`src/rtl/servo_scheduler.sv`:
```
// Two-requester servo scheduler: round-robin grant, frame-aligned PWM for HOLD_FRAMES frames, one-cycle ack.
// Grant at the IDLE edge; the first pulse begins at the next frame start; ack follows the last frame by one cycle.
module servo_scheduler #(
   parameter int PERIOD_CYC  = 2000000,
   parameter int PULSE_MIN   = 100000,
   parameter int PULSE_MID   = 150000,
   parameter int PULSE_MAX   = 200000,
   parameter int HOLD_FRAMES = 25
) (
   input  logic       clk,
   input  logic       reset,
   input  logic [1:0] req,
   input  logic [1:0] angle0,
   input  logic [1:0] angle1,
   output logic       pwm,
   output logic       busy,
   output logic [1:0] ack,
   output logic       grant_id,
   output logic [1:0] servo_angle
);

   localparam int CW = $clog2(PERIOD_CYC + 1);
   localparam int FW = $clog2(HOLD_FRAMES + 1);
   localparam logic [CW-1:0] CNT_LAST = CW'(PERIOD_CYC - 1);
   localparam logic [FW-1:0] FRM_LAST = FW'(HOLD_FRAMES - 1);

   typedef enum logic [1:0] {IDLE, ARM, DRIVE, DONE} state_t;

   state_t        state, state_nxt;
   logic [CW-1:0] cnt;
   logic [CW-1:0] width, width_sel;
   logic [FW-1:0] frames, frames_nxt;
   logic          grant_nxt;
   logic          grant_en;
   logic [1:0]    angle_sel;
   logic          frame_end;

   assign frame_end = (cnt == CNT_LAST);

   // Frame timebase runs regardless of state so every move aligns to the same grid.
   always_ff @(posedge clk or negedge reset) begin
      if (!reset) begin
         cnt <= '0;
      end else if (frame_end) begin
         cnt <= '0;
      end else begin
         cnt <= cnt + CW'(1);
      end
   end

   always_comb begin
      grant_nxt = grant_id;
      case (req)
         2'b01:   grant_nxt = 1'b0;
         2'b10:   grant_nxt = 1'b1;
         2'b11:   grant_nxt = ~grant_id;
         default: grant_nxt = grant_id;
      endcase
      angle_sel = grant_nxt ? angle1 : angle0;
      case (angle_sel)
         2'b00:   width_sel = CW'(PULSE_MIN);
         2'b10:   width_sel = CW'(PULSE_MAX);
         default: width_sel = CW'(PULSE_MID);
      endcase
   end

   always_comb begin
      state_nxt  = state;
      frames_nxt = frames;
      grant_en   = 1'b0;
      case (state)
         IDLE: begin
            if (|req) begin
               grant_en  = 1'b1;
               state_nxt = ARM;
            end
         end
         ARM: begin
            if (frame_end) begin
               state_nxt  = DRIVE;
               frames_nxt = '0;
            end
         end
         DRIVE: begin
            if (frame_end) begin
               if (frames == FRM_LAST) begin
                  state_nxt = DONE;
               end else begin
                  frames_nxt = frames + FW'(1);
               end
            end
         end
         DONE:    state_nxt = IDLE;
         default: state_nxt = IDLE;
      endcase
   end

   // Grant/angle/width are captured only at the grant edge; later input changes are ignored.
   always_ff @(posedge clk or negedge reset) begin
      if (!reset) begin
         state       <= IDLE;
         frames      <= '0;
         grant_id    <= 1'b1;
         servo_angle <= 2'b01;
         width       <= CW'(PULSE_MID);
      end else begin
         state  <= state_nxt;
         frames <= frames_nxt;
         if (grant_en) begin
            grant_id    <= grant_nxt;
            servo_angle <= angle_sel;
            width       <= width_sel;
         end
      end
   end

   // Outputs decode registered state directly, so reset clears them without waiting for a clock.
   assign busy = (state != IDLE);
   assign pwm  = (state == DRIVE) && (cnt < width);
   assign ack  = (state == DONE) ? (grant_id ? 2'b10 : 2'b01) : 2'b00;

endmodule

```
`config.mk`:
```
export PLATFORM = sky130hd
export DESIGN_NAME = servo_scheduler
export DESIGN_NICKNAME = d
export VERILOG_FILES = /design/src/rtl/servo_scheduler.sv
export SDC_FILE = /design/constraint.sdc
export NUM_CORES = 1
export LEC_CHECK = 0
export CAP_MARGIN = 20
export CORE_MARGIN = 4
export CORE_UTILIZATION = 58
export DETAILED_ROUTE_END_ITERATION = 10
export PLACE_DENSITY = 0.83
export SYNTH_ARGS = -nofsm -noshare
export SYNTH_HDL_FRONTEND = slang
export SYNTH_SLANG_ARGS = --single-unit
```
`constraint.sdc`:
```
create_clock -name clk -period 2.4 [get_ports clk]
set_clock_uncertainty 0.2 [all_clocks]
set_input_delay 0.36 -clock clk [delete_from_list [all_inputs] [get_ports clk]]
set_output_delay 0.36 -clock clk [all_outputs]
set_load 0.02 [all_outputs]
```
# Word level (Yosys, flattened, before mapping)
# Cells that the tools add are included.
op_classes:
  n_bitwise: 1
  reduce_logical: 8
  muxes: 17
  magnitude_cmp: 1
  eq_ne: 14
  add_sub_neg: 2
op_table:
  columns: ["op", "count"]
  rows:
  - ["$pmux W18 S2", 1]
  - ["$add A21 B1 Y21 const B", 1]
  - ["$eq A21 B21 Y1 const B", 1]
  - ["$lt A21 B21 Y1", 1]
  - ["$mux W21", 1]
  - ["$mux W5", 3]
  - ["$mux W2", 7]
  - ["$eq A2 B2 Y1 const B", 5]
  - ["$ne A2 B2 Y1 const B", 5]
  - ["$pmux W5 S2", 1]
  - ["$pmux W2 S4", 1]
  - ["$reduce_and A4 Y1", 2]
  - ["$add A5 B1 Y5 const B", 1]
  - ["$eq A5 B5 Y1 const B", 1]
  - ["$eq A2 B1 Y1 const B", 2]
  - ["$logic_not A2 Y1", 2]
  - ["$reduce_bool A2 Y1", 2]
  - ["$pmux W1 S3", 1]
  - ["$mux W1", 2]
  - ["$reduce_or A2 Y1", 1]
  - ["$logic_and A1 B1 Y1", 1]
  - ["$not A1 Y1", 1]
word_totals:
  in_bits: 8
  word_cells: 49
  out_inout_bits: 7
  register_bits: 52

# Depth between registers and ports, before layout
# Gate-level depths: netlist of run 1.
depth:
  word_depth: 5
  depth_mapped: 7
  ltp_nobuf: 7

# Least setup slack after synthesis of run 1
# OpenSTA, ideal clock, no wires.
synth_timing:
  path_kind: "reg2out"
  start: "reg width[11]"
  end: "out pwm"
  path_buffers: 0
  slack_ps: 200
  required_ps: 1840
  stages_incl_launch_ff: 7
  t_arrival_ps: 1640
  cell_sequence: "dfstp_2 inv_1 ha_1 a2111oi_0 o21ai_0 a21oi_1 o21a_1"
synth_between:
  elab_chain_cells: 2
synth_rtl:
  columns: ["item", "line_no", "text"]
  rows:
  - ["start: declaration", "31", "logic [CW-1:0] width, width_sel;"]
  - ["start signal: assignment", "105", "width <= CW'(PULSE_MID);"]
  - ["start signal: assignment", "112", "width <= width_sel;"]
  - ["$lt A21 B21 Y1", "119", "assign pwm = (state == DRIVE) && (cnt < width);"]
  - ["$logic_and A1 B1 Y1", "119", null]
  - ["end: declaration", "15", "output logic pwm,"]
# No other way between the ends.

# Worst setup path after layout of run 1
# Same ends and word-level chain as after synthesis.

==> results.tsv, run 1 <==
stage	metric	value	unit
status	status	finished, violations left	
status	violations	setup timing	
floorplanning	rows	21	
power	power.total	1.01	mW
synthesis	ys_ff_latch	35	
layout	area_delta_synth_final	24.2	%
worst_setup_path	crit_arrival	1960	ps
worst_setup_path	path_class	flop to output port	
power	pwr-share-seq	0.598	
worst_setup_path	crit_cells	7	
clocking	ctsHoldBuffers	0	
synthesis	avgSynthCellArea	9.59	µm²
synthesis	synth_edf_count	0	
sta	relSlewSlack	0.638	
worst_setup_path	critical-path-slowest-cell	dfstp_2	
power	combinationalPowerShare	0.095	
placed_design	port_buffers	14	
worst_setup_path	crit_fanout	2	
synthesis	yosys-top-cells-area	dfrtp_1 37%, ha_1 11%, dfstp_2 5.1%	
sta	finalCriticalPeriod	2520	ps
clocking	cts_tree	yes	
sta	setup_tns	-121	ps
route	ant_nets	0	
placed_design	pre_cts_ws	-355	ps
route	wl_per_cell	15.1	µm
worst_setup_path	crit_path_start_kind	flop	
worst_setup_path	r2r_cells	6	
clocking	tritoncts_num_sinks	35	
clocking	h-tree-depth	2	
worst_setup_path	path_buf_inv	2	
layout	final_cell_area	2580	µm²
grt	grt_max_degree	36	
power	power_frac_clock	0.307	
floorplanning	die_w	67.9	µm
grt	grt_pass1_vias	1689	
power	power_leakage	1.19	nW
clocking	cts_root_buffer	clkbuf_4	
sta	hold_violations	0	
sta	worstMarginPinSlew	537	ps
clocking	clkSlewWorstSetupHoldPaths	100	ps
grt	antenna_found_initial	0	
route	vias	1756	
sta	rsz0062_at_grt	yes	
worst_setup_path	required	1840	ps
grt	met3_usage	0.0608	
route	drt_iter0_drc	86	
floorplanning	pin_count	15	
synthesis	yosysWarningCount	0	
synthesis	yosysSeqAreaShare	0.423	
worst_setup_path	cp_cell_sequence	inv_2, ha_4, a2111oi_4, o21ai_1, a21oi_1, o21a_1, buf_6	
floorplanning	start_util	0.614	
worst_setup_path	path_delay_family	compound AO/OA/AOI/OAI gates	
sta	max_freq	397	MHz
clocking	cts_max_path_buffers	2	
route	via_per_inst	5.66	
synthesis	ys.flop_type	dfrtp_1	
power	sw_frac_of_total	0.249	
power	power_per_cell_area	392	nW/µm²
layout	final_nets	289	
floorplanning	die_y	67.9	µm
synthesis	netlist.area_leader.share	0.373	
placed_design	placedInstanceArea	2470	µm²
sta	whs	218	ps
synthesis	synth_cell_type_count	45	
synthesis	syn_inst	217	
grt	grt_usage	0.232	
placed_design	gp_congestion	0.818	
sta	slew_viol_final	0	
route	dr.pass1.iters	4	
layout	n_antenna_cell	0	
layout	fill_cells	243	
synthesis	yosys.area.top_type	dfrtp_1	
synthesis	syn_nets	243	
synthesis	async_flop_share	1.00	
min_path	hold_class	input pin to async pin	
worst_setup_path	cp_slowest_stage_delay	540	ps
synthesis	yosysMostFrequentCell	dfrtp_1	
sta	fin_crit_sh	1.05	
placed_design	dp_hpwl	3410	µm
route	wirelength	4670	µm
grt	grt_pass1_wl	7710	µm
grt	top_usage_layer	met2	
grt	met2_usage	0.395	
synthesis	synthesis.area	2080	µm²
sta	worst_slack	-121	ps
clocking	post-cts-setup-buffer-count	0	
grt	gr-total-overflow	0	
sta	setup_viol	1	
layout	drive_gt1_frac	0.212	
power	ir_worst_vdd	0.000278	V
clocking	cts_buffers	5	
grt	grt.met1_usage	0.278	
synthesis	synthTopCellsByCount	31 x dfrtp_1, 24 x nor2_1, 18 x ha_1, 18 x nand2_1, 13 x inv_1	
job	drv_cap	0	
floorplanning	core	3390	µm²
clocking	clock_latency	340	ps
power	p_sw	0.252	mW
worst_setup_path	end_kind	output port	
floorplanning	die_area	4610	µm²
route	drc	0	
power	p_int	0.760	mW
==> area by class of cell <==
class	instances	area (µm²)	share of cell area
repair buffers	43	358	0.138
clock inverters	1	5.00	0.00194
well taps	46	57.6	0.0223
inverters	13	48.8	0.0189
multi-input cells	165	1190	0.460
flip-flops and latches	35	881	0.341
clock buffers	7	45.0	0.0174
==> layer usage <==
metal / vias up / wire (µm)
li1: 860 / -
met1: 841 / 1990
met2: 46 / 2350
met3: 9 / 230
met4: 0 / 102
met5: - / 0
==> worst register-to-register path, cell delays in order, from the launching register on <==
cell and delay [ps]:
dfrtp_1 450, buf_4 170, or4_4 530, or3_1 370
nor4_2 250, nand4b_1 150, o211ai_1 120
==> layout by cell type, fill, tap and decap left out, types with 5 or more instances in the layout <==
master	instances
dfrtp_1	31
buf_4	29
nor2_1	23
nand2_1	18
ha_1	15
clkdlybuf4s50_1	12
inv_1	11
o21ai_1	11
nand3_1	10
xor2_1	10
a21oi_1	7
xnor2_1	6
clkbuf_4	5
==> stage by stage <==
| step | utilization | cells |
|---|---|---|
| finish | 0.762 | 310 |
| global placement | 0.729 | 302 |
| floorplan | - | 217 |
| CTS | 0.762 | 310 |
| global route | 0.762 | 310 |
| detailed placement | 0.729 | 302 |
==> cell families (layout without fill, tap and decap cells) <==
| family | count (synthesis) | after routing | synth area share |
|---|---|---|---|
| buf+inv | 17 | 64 | 0.0355 |
| xor+xnor | 16 | 16 | 0.0673 |
| flops | 35 | 35 | 0.423 |
| mux | 2 | 2 | 0.0102 |
| fa+ha+maj | 18 | 18 | 0.108 |
| simple gates | 86 | 86 | 0.225 |
| compound gates | 43 | 43 | 0.130 |
==> power by group through the flow <==
stage | combinational, mW | sequential, mW | clock, mW
after floorplan | 0.0351 | 0.616 | 0
after global placement | 0.0853 | 0.615 | 0
after detailed placement | 0.0894 | 0.615 | 0
after CTS | 0.0954 | 0.604 | 0.321
after global routing | 0.106 | 0.606 | 0.350
final | 0.0962 | 0.605 | 0.311
==> worst paths after layout <==
kind / startpoint / endpoint / slack (ps)
min in group clk: cnt[0]$_DFF_PN0_ / cnt[0]$_DFF_PN0_ / 300
max reg2reg: cnt[11]$_DFF_PN0_ / frames[3]$_DFFE_PN0P_ / 90
min: reset / cnt[8]$_DFF_PN0_ / 220
max: width[11]$_DFFE_PN1P_ / pwm / -120
min reg2reg: cnt[0]$_DFF_PN0_ / cnt[0]$_DFF_PN0_ / 300
max in group asynchronous: reset / servo_angle[0]$_DFFE_PN1P_ / 1440
==> flip-flops by register name, summed over array words and instances (netlist names) <==
| name | cells |
|---|---|
| width | 4 |
| grant_id | 1 |
| frames | 5 |
| servo_angle | 2 |
| cnt | 21 |
| state | 2 |
==> what timing repair did <==
item / in CTS / in global routing
endpoints found under the hold margin: 0 / 0
endpoints found under the setup margin: 2 / 3
gates resized for setup: 19 / 1
pin swaps: 5 / 1
No activity file was read; power rests on OpenSTA's default activity.
==> run 2: changes to the inputs <==
MAX_ROUTING_LAYER = met4   (was not set)
==> run 2 against run 1 <==
The run still ends with setup timing left. Non-clock buffer count is the same. Utilization is the same. Sequential share of layout area stayed put. Wire length hardly changed. Sequential power about the same. Count of clock-buffer cells in the layout unchanged. Hold slack hardly changed. Flip-flop and latch count unchanged. Critical endpoint unchanged.
==> results.tsv, run 2 (synthesis results as in run 1) <==
stage	metric	value	unit	change
status	status	finished, violations left		
status	violations	setup timing		
placed_design	dp_hpwl	3410	µm	unchanged
clocking	cts_root_buffer	clkbuf_4		
layout	largest_register	cnt		
floorplanning	core	3390	µm²	unchanged
clocking	cts_tree	yes		
sta	relSlewSlack	0.638		about the same
floorplanning	die_w	67.9	µm	unchanged
placed_design	pre_cts_ws	-355	ps	unchanged
sta	rsz0062_at_grt	yes		
grt	antenna_found_initial	0		unchanged
min_path	hold_class	input pin to async pin		
layout	layout_commonest_cell	dfrtp_1		
worst_setup_path	required	1840	ps	about the same
worst_setup_path	crit_fanout	2		unchanged
route	drc	0		unchanged
floorplanning	die_y	67.9	µm	unchanged
power	combinationalPowerShare	0.095		about the same
grt	gr-total-overflow	0		unchanged
sta	finalCriticalPeriod	2520	ps	-0.407 ps
worst_setup_path	rr_startpoint	cnt[11]$_DFF_PN0_		
clocking	cts_max_path_buffers	2		unchanged
power	sw_frac_of_total	0.250		+0.000863
grt	grt_pass1_wl	7710	µm	unchanged
worst_setup_path	end_kind	output port		
placed_design	placedInstanceArea	2470	µm²	unchanged
sta	whs	217	ps	-0.293 ps
grt	grt_pass1_vias	1682		-0.41%
layout	final_cell_mix	31 x dfrtp_1, 29 x buf_4, 23 x nor2_1		
clocking	h-tree-depth	2		unchanged
placed_design	gp_congestion	0.830		+1.5%
sta	worstMarginPinSlew	538	ps	+0.211 ps
layout	fill_cells	243		unchanged
sta	max_freq	397	MHz	about the same
sta	hold_violations	0		unchanged
route	via_per_inst	5.60		-1.1%
layout	final_nets	289		unchanged
layout	n_antenna_cell	0		unchanged
layout	largest_reg_flops	21		unchanged
grt	grt_max_degree	36		unchanged
placed_design	dp.cells	302		unchanged
job	drv_cap	0		unchanged
sta	fin_crit_sh	1.05		about the same
clocking	cts_buffers	5		unchanged
sta	worst_slack	-120	ps	+0.407 ps
power	power_per_cell_area	392	nW/µm²	+0.11%
power	power_frac_clock	0.308		about the same
power	p_int	0.760	mW	about the same
sta	slew_viol_final	0		unchanged
worst_setup_path	path_class	flop to output port		
power	ir_worst_vdd	0.000281	V	+1.0%
floorplanning	start_util	0.614		unchanged
route	dr.pass1.iters	4		unchanged
route	wl_per_cell	15.1	µm	about the same
power	pwr-share-seq	0.597		about the same
clocking	clock_latency	340	ps	about the same
grt	grt_usage	0.239		+0.00632
route	vias	1737		-1.1%
worst_setup_path	crit_arrival	1960	ps	about the same
worst_setup_path	reg2reg_slack	80	ps	about the same
floorplanning	pin_count	15		unchanged
sta	setup_viol	1		unchanged
clocking	ctsHoldBuffers	0		unchanged
floorplanning	die_area	4610	µm²	unchanged
worst_setup_path	crit_path_start_kind	flop		
worst_setup_path	startpoint	width[11]$_DFFE_PN1P_		
route	wirelength	4680	µm	about the same
layout	area_delta_synth_final	24.2	%	unchanged
clocking	clkSlewWorstSetupHoldPaths	100	ps	about the same
clocking	tritoncts_num_sinks	35		unchanged
worst_setup_path	r2r_cells	6		unchanged
worst_setup_path	worstReg2RegEnd	frames[3]$_DFFE_PN0P_		
layout	drive_gt1_frac	0.212		unchanged
placed_design	port_buffers	14		unchanged
power	power_leakage	1.19	nW	unchanged
floorplanning	rows	21		unchanged
power	p_sw	0.253	mW	+0.46%
layout	top_regs	cnt (21), frames (5), width (4)		
route	drt_iter0_drc	90		+4.7%
layout	final_cell_area	2580	µm²	unchanged
layout	fin_cells	310		unchanged
route	ant_nets	0		unchanged
## run 2: cell counts in the layout (fill, tap and decap cells not counted)
No cell type changed its count.
## run 2: layer usage
layer  global-route usage  vias up  part of all wire
met1                0.276      829              0.44
met2                0.396       36              0.50
met5                    -        -                 0
met3               0.0608        9             0.037
met4               0.0993        0             0.022
li1                     -      863                 -
## run 2: worst max path at each step
stage / slack [ps] / cells after the start / endpoint
CTS: -150 / 7 / pwm
global route: -210 / 8 / pwm
global placement: -290 / 7 / pwm
finish: -120 / 7 / pwm
detailed placement: -360 / 7 / pwm
floorplan: 200 / 6 / pwm
## run 2: through the flow
stage | setup TNS, ps | power [mW] | utilization
2_1_floorplan | 0 | 0.651 | -
5_1_grt | -210 | 1.06 | 0.762
3_3_place_gp | -292 | 0.700 | 0.729
6_report | -120 | 1.01 | 0.762
4_1_cts | -148 | 1.02 | 0.762
3_5_place_dp | -355 | 0.705 | 0.729
## run 2: layout make-up
type / instances / area, µm² / area share
sequential: 35 / 881 / 0.341
tap: 46 / 57.6 / 0.0223
inverter: 13 / 48.8 / 0.0189
clock buffer: 7 / 45.0 / 0.0174
timing repair buffer: 43 / 358 / 0.138
clock inverter: 1 / 5.00 / 0.00194
multi-input combinational: 165 / 1190 / 0.460
## run 2: what timing repair did
item,CTS,global route
pin swaps,5,1
setup buffers,0,0
endpoints found under the setup margin,2,3
resized for setup,19,1
## run 2: power by group through the flow
stage | clock (mW) | sequential, mW | combinational (mW)
detailed placement | 0 | 0.615 | 0.0894
finish | 0.312 | 0.605 | 0.0960
floorplan | 0 | 0.616 | 0.0351
global placement | 0 | 0.615 | 0.0853
CTS | 0.321 | 0.604 | 0.0954
global route | 0.350 | 0.606 | 0.106
## run 2: critical path: stages (launching register included)
cell       delay (ps)
dfstp_2           540
inv_2              50
ha_4              230
a2111oi_4         320
o21ai_1           110
a21oi_1           130
o21a_1            140
buf_6             110
==> run 3: changes to the inputs <==
CORE_ASPECT_RATIO = 2   (was not set)
CORE_UTILIZATION = 55   (was 58)
PLACE_DENSITY = 0.79   (was 0.83)
SLEW_MARGIN = 15   (was not set)
==> run 3 against run 2 <==
The run still ends with setup timing left. Cell count rose by 0.32%. Hold slack improved by 63 ps. Total power rose by 8.6%. Sequential share of layout area fell by 0.58 points. Register-to-register slack improved by 60 ps. Count of clock-buffer cells in the layout rose by 1. Fmax rose by 1.2%. Utilization fell by 4.1 points. Design area rose by 1.7%. Flip-flop and latch count did not move. Non-clock buffer count fell by 2. Wire length rose by 5.9%. Critical path type unchanged. Largest cell class unchanged. Largest power group unchanged. Highest routed layer unchanged.
==> results.tsv, run 3 (synthesis results as in run 1) <==
stage	metric	value	unit	change
worst_setup_path	path_class	flop to output port		
sta	worst_slack	-91.1	ps	+29.4 ps
clocking	cts_tree	yes		
worst_setup_path	end_kind	output port		
layout	multi_input_area	1210	µm²	+1.9%
floorplanning	core	3650	µm²	+7.6%
worst_setup_path	crit_arrival	1930	ps	-30 ps
layout	n_antenna_cell	0		unchanged
route	dr.pass1.iters	4		unchanged
sta	relSlewSlack	0.590		-0.0482
clocking	clkSlewWorstSetupHoldPaths	60	ps	-40 ps
sta	slew_viol_final	0		unchanged
placed_design	port_buffers	14		unchanged
grt	antenna_found_initial	0		unchanged
status	status	finished, violations left		
clocking	h-tree-depth	2		unchanged
route	drt_iter0_drc	61		-32%
floorplanning	pin_count	15		unchanged
layout	fill_cells	294		+21%
worst_setup_path	reg2reg_slack	140	ps	+60 ps
worst_setup_path	rr_startpoint	cnt[14]$_DFF_PN0_		
floorplanning	die_y	95.0	µm	+40%
layout	top_regs	cnt (21), frames (5), width (4)		
min_path	hold_class	input pin to async pin		
power	ir_worst_vdd	0.000323	V	+15%
route	wirelength	4950	µm	+5.9%
worst_setup_path	required	1840	ps	about the same
route	ant_nets	0		unchanged
sta	max_freq	401	MHz	+1.2%
sta	fin_crit_sh	1.04		-0.0122
floorplanning	start_util	0.571		-0.0432
power	power.total	1.10	mW	+8.6%
clocking	clock_latency	280	ps	-60 ps
layout	area_delta_synth_final	26.3	%	
worst_setup_path	crit_fanout	2		unchanged
clocking	cts_buffers	5		unchanged
route	vias	1774		+2.1%
clocking	post-cts-setup-buffer-count	0		unchanged
sta	finalCriticalPeriod	2490	ps	-29.4 ps
layout	postLayoutCoreUtil	0.721		-0.0413
route	drc	0		unchanged
grt	gr-total-overflow	0		unchanged
layout	drive_gt1_frac	0.218		+0.00544
clocking	cts_max_path_buffers	2		unchanged
worst_setup_path	worstReg2RegEnd	state[1]$_DFFE_PN0P_		
floorplanning	die_w	51.5	µm	-24%
placed_design	dp_hpwl	3510	µm	+2.9%
grt	grt_max_degree	36		unchanged
sta	rsz0062_at_grt	yes		
worst_setup_path	crit_path_start_kind	flop		
floorplanning	die_area	4890	µm²	+6.1%
clocking	tritoncts_num_sinks	35		unchanged
worst_setup_path	r2r_cells	6		unchanged
layout	final_cell_mix	31 x dfrtp_1, 26 x buf_4, 23 x nor2_1		
grt	grt_pass1_vias	1923		+14%
power	power_per_cell_area	418	nW/µm²	+6.7%
sta	worstMarginPinSlew	609	ps	+71.7 ps
sta	hold_violations	0		unchanged
grt	grt_pass1_wl	8600	µm	+12%
layout	final-seq-area	881	µm²	unchanged
sta	setup_viol	1		unchanged
floorplanning	rows	31		+48%
clocking	cts_root_buffer	clkbuf_8		
layout	largest_register	cnt		
layout	layout_commonest_cell	dfrtp_1		
route	wl_per_cell	15.9	µm	+5.6%
status	violations	setup timing		
route	via_per_inst	5.70		+1.8%
layout	final_nets	287		-0.69%
job	drv_cap	0		unchanged
layout	largest_reg_flops	21		unchanged
power	power_leakage	1.18	nW	-0.58%
grt	grt_usage	0.242		+0.00334
placed_design	gp_congestion	0.798		-3.9%
-- run 3: cell count changes in the layout (fill, tap and decap cells not counted), moves of 2 or more --
cell      before  now
clkbuf_4       5    0
clkbuf_8       0    5
ha_1          15   13
buf_4         29   26
-- run 3: worst max path at each step --
| stage | slack (ps) | to | from |
|---|---|---|---|
| after global placement | -300 | pwm | width[11]$_DFFE_PN1P_ |
| after CTS | -50 | pwm | width[11]$_DFFE_PN1P_ |
| after detailed placement | -370 | pwm | cnt[10]$_DFF_PN0_ |
| final | -90 | pwm | width[11]$_DFFE_PN1P_ |
| after floorplan | 200 | pwm | width[11]$_DFFE_PN1P_ |
| after global routing | -170 | pwm | width[16]$_DFFE_PN0P_ |
-- run 3: worst max-delay path, cell delays in order (launching register included) --
cell and delay (ps):
dfstp_2 520, inv_2 50, ha_4 230, a2111oi_4 340, o21ai_1 120, a21oi_1 140, o21a_1 140, buf_6 120
-- run 3: timing repair --
item / 4_1_cts / 5_1_grt
hold buffers: 0 / 0
resized for setup: 21 / 4
gates cloned: 0 / 0
pin swaps: 5 / 3
endpoints found under the setup margin: 2 / 2
-- run 3: layer usage --
metal / wire (µm) / vias up / track usage
li1: - / 856 / -
met1: 1750 / 860 / 0.229
met2: 2890 / 36 / 0.445
met3: 127 / 22 / 0.0411
met4: 186 / 0 / 0.131
met5: 0 / - / -
-- run 3: per-stage QoR --
stage                     std cells  hold WS (ps)  cell area [µm²]  setup TNS, ps  setup WS, ps
after global placement          303           260             2460           -305          -305
after floorplan                 217          -136             2080              0           200
after CTS                       311           288             2620          -53.9         -53.9
final                           311           281             2630          -91.1         -91.1
after global routing            311           320             2630           -167          -167
after detailed placement        303           274             2460           -368          -368
-- run 3: area by class of cell --
type	count	area share
Timing Repair Buffer	41	0.132
Clock buffer	8	0.0305
Tap cell	49	0.0233
Inverter	13	0.0186
Sequential cell	35	0.335
Multi-Input combinational cell	165	0.461
-- run 3: power by group --
group          switching [mW]  internal, mW  leakage [nW]
registers             0.00328         0.601         0.449
logic                  0.0525        0.0472         0.695
clock network           0.190         0.206        0.0395
total                   0.246         0.854          1.18
